<file path="src/rtl/alu_exec_unit_if.sv">
// Issue/result bundle between the reservation-station fire port and the ALU.
// The master drives the issue side and the slave returns the registered result.
interface alu_exec_unit_if #(
  parameter int unsigned XLEN = 32,
  parameter int unsigned TAGW = 6
);
  logic            valid_i;
  logic [6:0]      opcode_i;
  logic [2:0]      func3_i;
  logic [6:0]      func7_i;
  logic [XLEN-1:0] src1_i;
  logic [XLEN-1:0] src2_i;
  logic [TAGW-1:0] dest_i;
  logic [XLEN-1:0] result_o;
  logic [TAGW-1:0] dest_o;
  logic            valid_o;
  logic            illegal_o;

  modport master (
    output valid_i, opcode_i, func3_i, func7_i, src1_i, src2_i, dest_i,
    input  result_o, dest_o, valid_o, illegal_o
  );

  modport slave (
    input  valid_i, opcode_i, func3_i, func7_i, src1_i, src2_i, dest_i,
    output result_o, dest_o, valid_o, illegal_o
  );
endinterface

</file>
<file path="src/rtl/alu_exec_unit.sv">
// Registered single-cycle RV32I integer ALU: one op per cycle in, result and
// destination tag out one cycle later for writeback/ROB broadcast.
module alu_exec_unit #(
  parameter int unsigned XLEN = 32,
  parameter int unsigned TAGW = 6
) (
  input logic             clk,
  input logic             reset,
  alu_exec_unit_if.slave  bus
);

  typedef enum logic [6:0] {
    OP_REG   = 7'b0110011,
    OP_IMM   = 7'b0010011,
    OP_LOAD  = 7'b0000011,
    OP_STORE = 7'b0100011
  } opcode_e;

  logic [XLEN-1:0] src1;
  logic [XLEN-1:0] src2;
  logic [4:0]      shamt;
  logic            alt;
  logic            is_reg;
  logic [XLEN-1:0] alu_res;
  logic [XLEN-1:0] res;
  logic            illegal;

  assign src1   = bus.src1_i;
  assign src2   = bus.src2_i;
  assign shamt  = bus.src2_i[4:0];
  assign alt    = bus.func7_i[5];
  assign is_reg = (bus.opcode_i == OP_REG);

  // Shared datapath for register and immediate forms; only R-type 000 honours
  // func7[5] as SUB, while 101 honours it for both SRA and SRAI.
  always_comb begin
    alu_res = '0;
    unique case (bus.func3_i)
      3'b000:  alu_res = (is_reg && alt) ? (src1 - src2) : (src1 + src2);
      3'b001:  alu_res = src1 << shamt;
      3'b010:  alu_res = {{(XLEN-1){1'b0}}, ($signed(src1) < $signed(src2))};
      3'b011:  alu_res = {{(XLEN-1){1'b0}}, (src1 < src2)};
      3'b100:  alu_res = src1 ^ src2;
      3'b101:  alu_res = alt ? XLEN'($signed(src1) >>> shamt) : (src1 >> shamt);
      3'b110:  alu_res = src1 | src2;
      3'b111:  alu_res = src1 & src2;
      default: alu_res = '0;
    endcase
  end

  always_comb begin
    res     = '0;
    illegal = 1'b0;
    case (bus.opcode_i)
      OP_REG, OP_IMM:   res = alu_res;
      OP_LOAD, OP_STORE: res = src1 + src2;
      default:          illegal = 1'b1;
    endcase
  end

  always_ff @(posedge clk) begin
    if (reset) begin
      bus.result_o  <= '0;
      bus.dest_o    <= '0;
      bus.valid_o   <= 1'b0;
      bus.illegal_o <= 1'b0;
    end else begin
      bus.valid_o   <= bus.valid_i;
      bus.illegal_o <= bus.valid_i & illegal;
      if (bus.valid_i) begin
        bus.result_o <= res;
        bus.dest_o   <= bus.dest_i;
      end
    end
  end

endmodule

</file>
<file path="src/flat_wrapper.sv">
// flat-port wrapper written by rule: the top's interface ports become plain ports
module alu_exec_unit_flat 
#(
  parameter int unsigned XLEN = 32,
  parameter int unsigned TAGW = 6
)
  (clk, reset, bus_valid_i, bus_opcode_i, bus_func3_i, bus_func7_i, bus_src1_i, bus_src2_i, bus_dest_i, bus_result_o, bus_dest_o, bus_valid_o, bus_illegal_o);
  alu_exec_unit_if #(.XLEN(XLEN), .TAGW(TAGW)) bus_i ();
  input logic clk;
  input logic reset;
  input wire logic [$bits(bus_i.valid_i)-1:0] bus_valid_i;
  input wire logic [$bits(bus_i.opcode_i)-1:0] bus_opcode_i;
  input wire logic [$bits(bus_i.func3_i)-1:0] bus_func3_i;
  input wire logic [$bits(bus_i.func7_i)-1:0] bus_func7_i;
  input wire logic [$bits(bus_i.src1_i)-1:0] bus_src1_i;
  input wire logic [$bits(bus_i.src2_i)-1:0] bus_src2_i;
  input wire logic [$bits(bus_i.dest_i)-1:0] bus_dest_i;
  output wire logic [$bits(bus_i.result_o)-1:0] bus_result_o;
  output wire logic [$bits(bus_i.dest_o)-1:0] bus_dest_o;
  output wire logic [$bits(bus_i.valid_o)-1:0] bus_valid_o;
  output wire logic [$bits(bus_i.illegal_o)-1:0] bus_illegal_o;
  assign bus_i.valid_i = bus_valid_i;
  assign bus_i.opcode_i = bus_opcode_i;
  assign bus_i.func3_i = bus_func3_i;
  assign bus_i.func7_i = bus_func7_i;
  assign bus_i.src1_i = bus_src1_i;
  assign bus_i.src2_i = bus_src2_i;
  assign bus_i.dest_i = bus_dest_i;
  assign bus_result_o = bus_i.result_o;
  assign bus_dest_o = bus_i.dest_o;
  assign bus_valid_o = bus_i.valid_o;
  assign bus_illegal_o = bus_i.illegal_o;
  alu_exec_unit #(.XLEN(XLEN), .TAGW(TAGW)) u_core (.clk(clk), .reset(reset), .bus(bus_i));
endmodule
</file>
<file path="config.mk">
export PLATFORM = sky130hd
export DESIGN_NAME = alu_exec_unit_flat
export DESIGN_NICKNAME = d
export VERILOG_FILES = /design/src/rtl/alu_exec_unit_if.sv /design/src/rtl/alu_exec_unit.sv /design/src/flat_wrapper.sv
export SDC_FILE = /design/constraint.sdc
export NUM_CORES = 1
export LEC_CHECK = 0
export BUFFER_PORTS_ARGS = -buffer_cell sky130_fd_sc_hd__clkbuf_2
export CORE_ASPECT_RATIO = 0.8
export CORE_MARGIN = 2
export CORE_UTILIZATION = 45
export DETAILED_ROUTE_END_ITERATION = 8
export HOLD_SLACK_MARGIN = 0.1
export PLACE_DENSITY_LB_ADDON = 0.3
export SLEW_MARGIN = 0
export SYNTH_ARGS = -nofsm -noshare
export SYNTH_HDL_FRONTEND = slang
export SYNTH_SLANG_ARGS = --single-unit
</file>
<file path="constraint.sdc">
create_clock -name clk -period 4.6 [get_ports clk]
set_input_delay 0.23 -clock clk [delete_from_list [all_inputs] [get_ports clk]]
set_output_delay 0.23 -clock clk [all_outputs]
set_load 0.05 [all_outputs]
</file>
==> results of run 1 <==
==> Yosys cell counts, types with 23 or more instances <==
cell type,number
a21oi_1,152
a221oi_1,24
clkbuf_1,65
dfxtp_1,40
ha_1,97
inv_1,102
mux2i_1,48
mux4_2,57
nand2_1,103
nand3_1,23
nor2_1,210
nor3_1,42
o21ai_0,138
xnor2_1,37
==> sequential cells by signal, indices dropped and copies added (netlist names) <==
signal                count
u_core.bus.dest_o         6
u_core.bus.illegal_o      1
u_core.bus.result_o      32
u_core.bus.valid_o        1
==> power by group through the flow <==
stage	clock (mW)	sequential [mW]	combinational, mW
3_3_place_gp	0	0.373	1.28
2_1_floorplan	0	0.419	0.850
6_report	0.396	0.366	1.34
3_5_place_dp	0	0.374	1.29
4_1_cts	0.403	0.366	1.29
5_1_grt	0.416	0.368	1.42
==> worst max path at each step <==
| stage | slack, ns | to | cells after the start | start |
|---|---|---|---|---|
| 2_1_floorplan | 0.80 | u_core.bus.result_o[31] | 17 | bus_src2_i[2] |
| 3_3_place_gp | 0.96 | u_core.bus.result_o[24] | 16 | bus_src2_i[0] |
| 3_5_place_dp | 0.90 | u_core.bus.result_o[31] | 14 | bus_src2_i[1] |
| 4_1_cts | 1.20 | u_core.bus.result_o[31] | 14 | bus_src2_i[1] |
| 5_1_grt | 0.92 | u_core.bus.result_o[31] | 14 | bus_src2_i[1] |
| 6_report | 1.13 | u_core.bus.result_o[31] | 14 | bus_src2_i[1] |
==> final cells by class <==
cell class / instances / area (um^2) / share of cell area [%]
Clock inverter: 3 / 42.5 / 0.373
Tap cell: 312 / 390 / 3.42
Multi-Input combinational cell: 1223 / 8790 / 77.0
Timing Repair Buffer: 155 / 871 / 7.63
Inverter: 106 / 398 / 3.48
Sequential cell: 40 / 801 / 7.01
Clock buffer: 5 / 125 / 1.10
==> per-stage QoR <==
step | utilization [%] | hold slack [ns] | power, mW | cell area, um^2
2_1_floorplan | - | 0.377 | 1.27 | 10600
3_3_place_gp | 48.3 | 0.441 | 1.66 | 11200
3_5_place_dp | 48.3 | 0.461 | 1.66 | 11200
4_1_cts | 49.1 | 0.182 | 2.06 | 11400
5_1_grt | 49.1 | 0.194 | 2.21 | 11400
6_report | 49.1 | 0.185 | 2.10 | 11400
==> logic make-up (layout without fill, tap and decap cells) <==
family                   Yosys count  in the layout  share of synthesized area (%)
AO/OA/AOI/OAI                    505            505                           30.0
XOR/XNOR                          40             40                           3.31
adder cells (fa/ha/maj)           99             99                           11.8
buffers and inverters            221            269                           9.51
flip-flops                        40             40                           7.56
multiplexers                     112            112                           18.1
AND/OR/NAND/NOR                  467            467                           19.7
==> tightest hold or removal path, delay by kind of cell <==
family	cells	cell delay [ns]
buf+inv	1	0.08
simple gates	1	0.07
mux	1	0.06
==> cell usage in the layout, fill, tap and decap left out, drive strengths merged, types with 10 or more instances in the layout <==
| cell | instances |
|---|---|
| a211oi | 18 |
| buf | 34 |
| o22ai | 17 |
| inv | 104 |
| o21bai | 11 |
| nand2b | 19 |
| mux4 | 61 |
| mux2i | 49 |
| nor3 | 43 |
| or3 | 10 |
| a221oi | 25 |
| clkbuf | 126 |
| nand3 | 23 |
| xnor2 | 37 |
| nor4 | 13 |
| nand2 | 103 |
| ha | 97 |
| o31ai | 11 |
| a21o | 11 |
| o211ai | 17 |
| o21ai | 139 |
| a31oi | 18 |
| dfxtp | 40 |
| a21oi | 153 |
| nor2 | 210 |
==> routing by layer <==
layer	wire, um	share of wire (%)	GRT usage (%)	up-vias
met5	0	0	0	-
met4	501	1.1	5.61	0
met3	5610	13	6.66	31
met2	18100	41	49.5	765
met1	20400	46	54.4	5726
li1	-	-	-	5530
==> impl_metrics.tcl, run 1 <==
set metrics [dict create \
    clockRootBuffer "clkbuf_16" \
    initial_utilization_pct 45.5 \
    syn_nets 1673 \
    power_density_nw_per_um2 184 \
    synth_flop_cell "dfxtp_1" \
    place_ws_ns 0.896 \
    place_inst 1836 \
    cp_top_family "compound AO/OA/AOI/OAI gates" \
    clockBufferDepth 2 \
    cts_buffers 5 \
    grt_pass1_vias 10556 \
    rows 50 \
    netlist_instances 1484 \
    setup_tns_ns 0 \
    io_buffers 123 \
    nFillCells 2481 \
    dp_hpwl_mm 35.4 \
    n_antenna_cell 0 \
    ir_drop_mv 0.118 \
    area_growth_pct 7.78 \
    min_from "bus_dest_i[1]" \
    synth.cell_area_um2 10600 \
    syn_area_per_cell_um2 7.14 \
    synth_top_area_cell "mux4_2" \
    fmax_mhz 288 \
    crit_path_top_delay_cell "a31oi_1" \
    yosysSeqAreaShare_pct 7.56 \
    grt_usage_pct 34.8 \
    relSlewSlack_pct 14.1 \
    rrSetupSlack_ns 3.45 \
    drive_gt1_share_pct 15.8 \
    die_h_um 141 \
    pin_count 130 \
    cp_data_required_time_ns 4.76 \
    maxSlewViolCount 0 \
    path_class "in2reg" \
    grt_overflow 0 \
    post_cts_resized 0 \
    drtIter0Drc 1742 \
    fp.dieW_um 176 \
    detail-route-antenna-nets 0 \
    hold_class "in2reg" \
    clk_pin_slew_ns 0.06 \
    cts_sinks 40 \
    cts_tree "yes" \
    post-route-min-period_ns 3.47 \
    clock_skew_ns 0 \
    r2r_cells 4 \
    grt_max_degree 69 \
    finalHoldViolations 0 \
    ys_warn_count 0 \
    dieArea_um2 24800 \
    cts.htree.levels 2 \
    min_period_over_period_pct 75.4 \
    switching_share_pct 48.5 \
    regToRegStartpoint "u_core.bus.result_o[30]" \
    worstMarginPinSlew_ns 1.27 \
    seqPwrFrac_pct 17.5 \
    clkPwrFrac_pct 18.9 \
    ys_ff_latch 40 \
    synth_cell_type_count 85 \
    cts_setup_buffers 0 \
    p_switching_mw 1.02 \
    arrival_ns 3.63 \
    instances_no_fill 1844 \
    p_comb_share_pct 63.7 \
    core_area_um2 23300 \
    grt_pass1_wl_mm 66.2 \
    antenna_found_initial 1 \
    routabilityCongestion 1.00 \
    r2r-end "u_core.bus.result_o[30]" \
    startpoint_type "input pin" \
    finalSetupViolations 0 \
    p_leak_nw 4.89 \
    min_to "u_core.bus.dest_o[1]" \
    final_nets 1720 \
    synth-edff-count 0 \
    drt_first_pass_iters 6 \
    wirelength_mm 44.6 \
    cpPeakStageDelay_ns 0.58 \
    status "completed" \
    crit_fanout 12 \
    hold_depth 3 \
    drc_errors 0 \
    clkLatencyLatePin_ns 0.28 \
    crit_path_end_kind "flop" \
    cap_violations 0 \
    rsz0062_at_grt "no" \
    path_cells "buf_2 > inv_2 > ha_1 > a211oi_1 > o21ai_0 > buf_4 > o211a_1 > nor2_1 > a21oi_1 > a31oi_1 > o21ai_0 > a211o_1 > a21oi_1 > o21ai_0" \
    cts_hold_buf 0 \
    fin_ws_ns 1.13 \
    synth-async-reset-ratio_pct 0 \
    synth_top_area_share_pct 12.1 \
    drt-vias-per-instance 6.54 \
    netlist_top_cells_area "mux4_2 (12%), ha_1 (11%), dfxtp_1 (7.6%)" \
    cellInternalPower_mw 1.08 \
    post_drt_wl_per_cell_um 24.2 \
    num_vias 12052 \
    crit_top_cell "o21ai_0" \
    critPathBufInv 3 \
]
No activity file was read; power rests on OpenSTA's default activity.
==> run 2: changes to the inputs <==
--- a/config.mk
+++ b/config.mk
@@ -5,6 +5,7 @@
 export SDC_FILE = /design/constraint.sdc
 export NUM_CORES = 1
 export LEC_CHECK = 0
+export ABC_AREA = 1
 export BUFFER_PORTS_ARGS = -buffer_cell sky130_fd_sc_hd__clkbuf_2
 export CORE_ASPECT_RATIO = 0.8
 export CORE_MARGIN = 2
==> constraint.sdc (replaced) <==
create_clock -name clk -period 3.5 [get_ports clk]
set_input_delay 0.175 -clock clk [delete_from_list [all_inputs] [get_ports clk]]
set_output_delay 0.175 -clock clk [all_outputs]
set_load 0.05 [all_outputs]
==> run 2 against run 1 <==
Hold slack got worse by 0.081 ns; cell count grew 39%; core utilization is 0.34 points lower; die area increased by 8.6%; synthesized cell count up 49%; largest power group unchanged; via count up 27%; synthesized area rose by 8.8%; combinational power rose by 40%; worst setup slack got worse by 0.29 ns; global-route usage up 4.9 points; critical endpoint is now u_core.bus.result_o[0].
==> impl_metrics.tcl, run 2 <==
set metrics [dict create \
    status "completed" \
    drive_gt1_share_pct 8.65 \
    dp_hpwl_mm 44.4 \
    fmax_mhz 377 \
    regMostFlops "u_core.bus.result_o" \
    relSlewSlack_pct 33.4 \
    synth_flop_cell "dfxtp_1" \
    area_growth_pct 6.70 \
    cts_tree "yes" \
    post_drt_wl_per_cell_um 21.3 \
    initial_utilization_pct 45.7 \
    die_h_um 147 \
    yosysMostFrequentCell "nand2_1" \
    drtIter0Drc 2369 \
    worstMarginPinSlew_ns 0.986 \
    grt_pass1_vias 13454 \
    synth-async-reset-ratio_pct 0 \
    wirelength_mm 54.7 \
    detail-route-antenna-nets 0 \
    hold-worst-slack_ns 0.104 \
    path_class "in2reg" \
    setup_tns_ns 0 \
    antenna_found_initial 0 \
    reg_top3 "u_core.bus.result_o (32), u_core.bus.dest_o (6)" \
    synth_cell_type_count 57 \
    globalRouteMet1Util_pct 60.0 \
    ys_warn_count 0 \
    drt_first_pass_iters 6 \
    final_nets 2431 \
    regToRegStartpoint "u_core.bus.result_o[13]" \
    fp.dieW_um 183 \
    grt_overflow 0 \
    grt_max_degree 73 \
    top_usage_layer "met1" \
    grtUsageMet3_pct 8.11 \
    finalHoldViolations 0 \
    p_comb_share_pct 65.8 \
    synth.cell_area_um2 11500 \
    min_period_over_period_pct 75.9 \
    num_vias 15320 \
    drc_errors 0 \
    n_antenna_cell 0 \
    post-route-min-period_ns 2.66 \
    cts.htree.levels 2 \
    core_area_um2 25200 \
    drt-vias-per-instance 5.97 \
    mostFrequentLayoutCells "nand2_1 (667), nand3_1 (334), inv_1 (273)" \
    pin_count 130 \
    clockRootBuffer "clkbuf_16" \
    clk_pin_slew_ns 0.07 \
    clock_skew_ns 0 \
    finalSetupViolations 0 \
    seqPwrFrac_pct 17.0 \
    hold_class "in2reg" \
    p_switching_mw 1.57 \
    startpoint_type "input pin" \
    rsz0062_at_grt "no" \
    yosysSeqAreaShare_pct 6.95 \
    maxSlewViolCount 0 \
    largest_register_ffs 32 \
    synth_top_area_cell "nand2_1" \
    ys_ff_latch 40 \
    rows 52 \
    clkLatencyLatePin_ns 0.29 \
    clockBufferDepth 2 \
    timing.critical_path.from "bus_src2_i[4]" \
    arrival_ns 2.84 \
    cellInternalPower_mw 1.28 \
    ir_drop_mv 0.174 \
    syn_area_per_cell_um2 5.23 \
    p_leak_nw 6.56 \
    cp_data_required_time_ns 3.69 \
    cap_violations 0 \
    grt_usage_pct 39.7 \
    clkPwrFrac_pct 17.2 \
    cts_sinks 40 \
    rrSetupSlack_ns 2.82 \
    final_common_cell "nand2_1" \
    netlist_top_cells_area "nand2_1 (22%), nand3_1 (15%), ha_1 (11%)" \
    min_from "bus_dest_i[3]" \
    dieArea_um2 26900 \
    routabilityCongestion 1.05 \
    crit_fanout 20 \
    gr-usage-met2_pct 56.3 \
    yosys-top-cells-count "nand2_1 (667), nand3_1 (334), inv_1 (273), nor2_1 (170), a21oi_1 (135)" \
    io_buffers 123 \
    power_density_nw_per_um2 232 \
    syn_nets 2393 \
    cts_buffers 5 \
    netlist_instances 2204 \
    synth_top_area_share_pct 21.7 \
    switching_share_pct 55.2 \
    crit_path_end_kind "flop" \
    grt_pass1_wl_mm 81.6 \
    synth-edff-count 0 \
]
## run 2: cell types whose count changed after synthesis, sizes merged, moves of 16 or more
cell	change
nand2	+577
nand3	+314
inv	+177
mux4	-61
mux2i	-48
nor2	-37
buf	+36
xnor2	-36
clkbuf	-30
nor3	-26
xor2	+22
a221oi	-20
nand2b	-19
a21oi	-16
## run 2: worst paths after layout
path	end	cells past startpoint
min reg2reg	u_core.bus.result_o[23]	2
max	u_core.bus.result_o[0]	15
max reg2reg	u_core.bus.result_o[13]	2
min	u_core.bus.dest_o[3]	3
## run 2: per-layer routing
metal | up-vias | share of wire [%]
li1 | 7285 | -
met1 | 6959 | 45
met2 | 984 | 39
met3 | 92 | 13
met4 | 0 | 3.1
met5 | - | 0
## run 2: logic make-up after synthesis
logic type	count (synthesis)	synth area share [%]
compound gates	381	19.1
xor+xnor	26	1.98
buf+inv	404	14.8
simple gates	1253	46.3
fa+ha+maj	99	10.9
mux	1	0.0868
flops	40	6.95
## run 2: area by class of cell
class,count,area (um^2)
inverters,285,1080
multi-input cells,1760,9030
clock inverters,1,7.51
clock buffers,7,143
fillers,2893,12900
well taps,324,405
repair buffers,150,833
flip-flops and latches,40,801
## run 2: critical path: stages
cell and delay (ns):
clkbuf_2 0.11, inv_2 0.39, ha_1 0.45, nor2_1 0.23, nand4_1 0.12, nand3_1 0.19, nand3_1 0.11, nand2_1 0.22
nand4_1 0.16, nand2_1 0.13, nor2_1 0.05, nor2_1 0.09, nand2_1 0.21, nand2_1 0.14, a21oi_1 0.06
## run 2: power groups by stage
stage | sequential (mW) | clock (mW) | combinational (mW)
final | 0.486 | 0.489 | 1.88
after detailed placement | 0.495 | 0 | 1.80
after global placement | 0.494 | 0 | 1.79
after floorplan | 0.566 | 0 | 1.16
after CTS | 0.486 | 0.493 | 1.81
after global routing | 0.488 | 0.520 | 2.03
## run 2: per-stage QoR
| step | power [mW] | util, % | instance area (um^2) | setup slack, ns | instances |
|---|---|---|---|---|---|
| final | 2.85 | 48.7 | 12300 | 0.844 | 2567 |
| after floorplan | 1.73 | - | 11500 | 1.07 | 2204 |
| after global placement | 2.28 | 48.1 | 12100 | 0.690 | 2558 |
| after detailed placement | 2.29 | 48.1 | 12100 | 0.670 | 2558 |
| after global routing | 3.04 | 48.7 | 12300 | 0.668 | 2567 |
| after CTS | 2.79 | 48.7 | 12300 | 0.984 | 2567 |
## run 2: repair_timing
action / in CTS / in global routing
endpoints found under the hold margin: 1 / 0
hold buffers: 1 / 0
gates resized for setup: 0 / 0
buffers inserted: 0 / 0
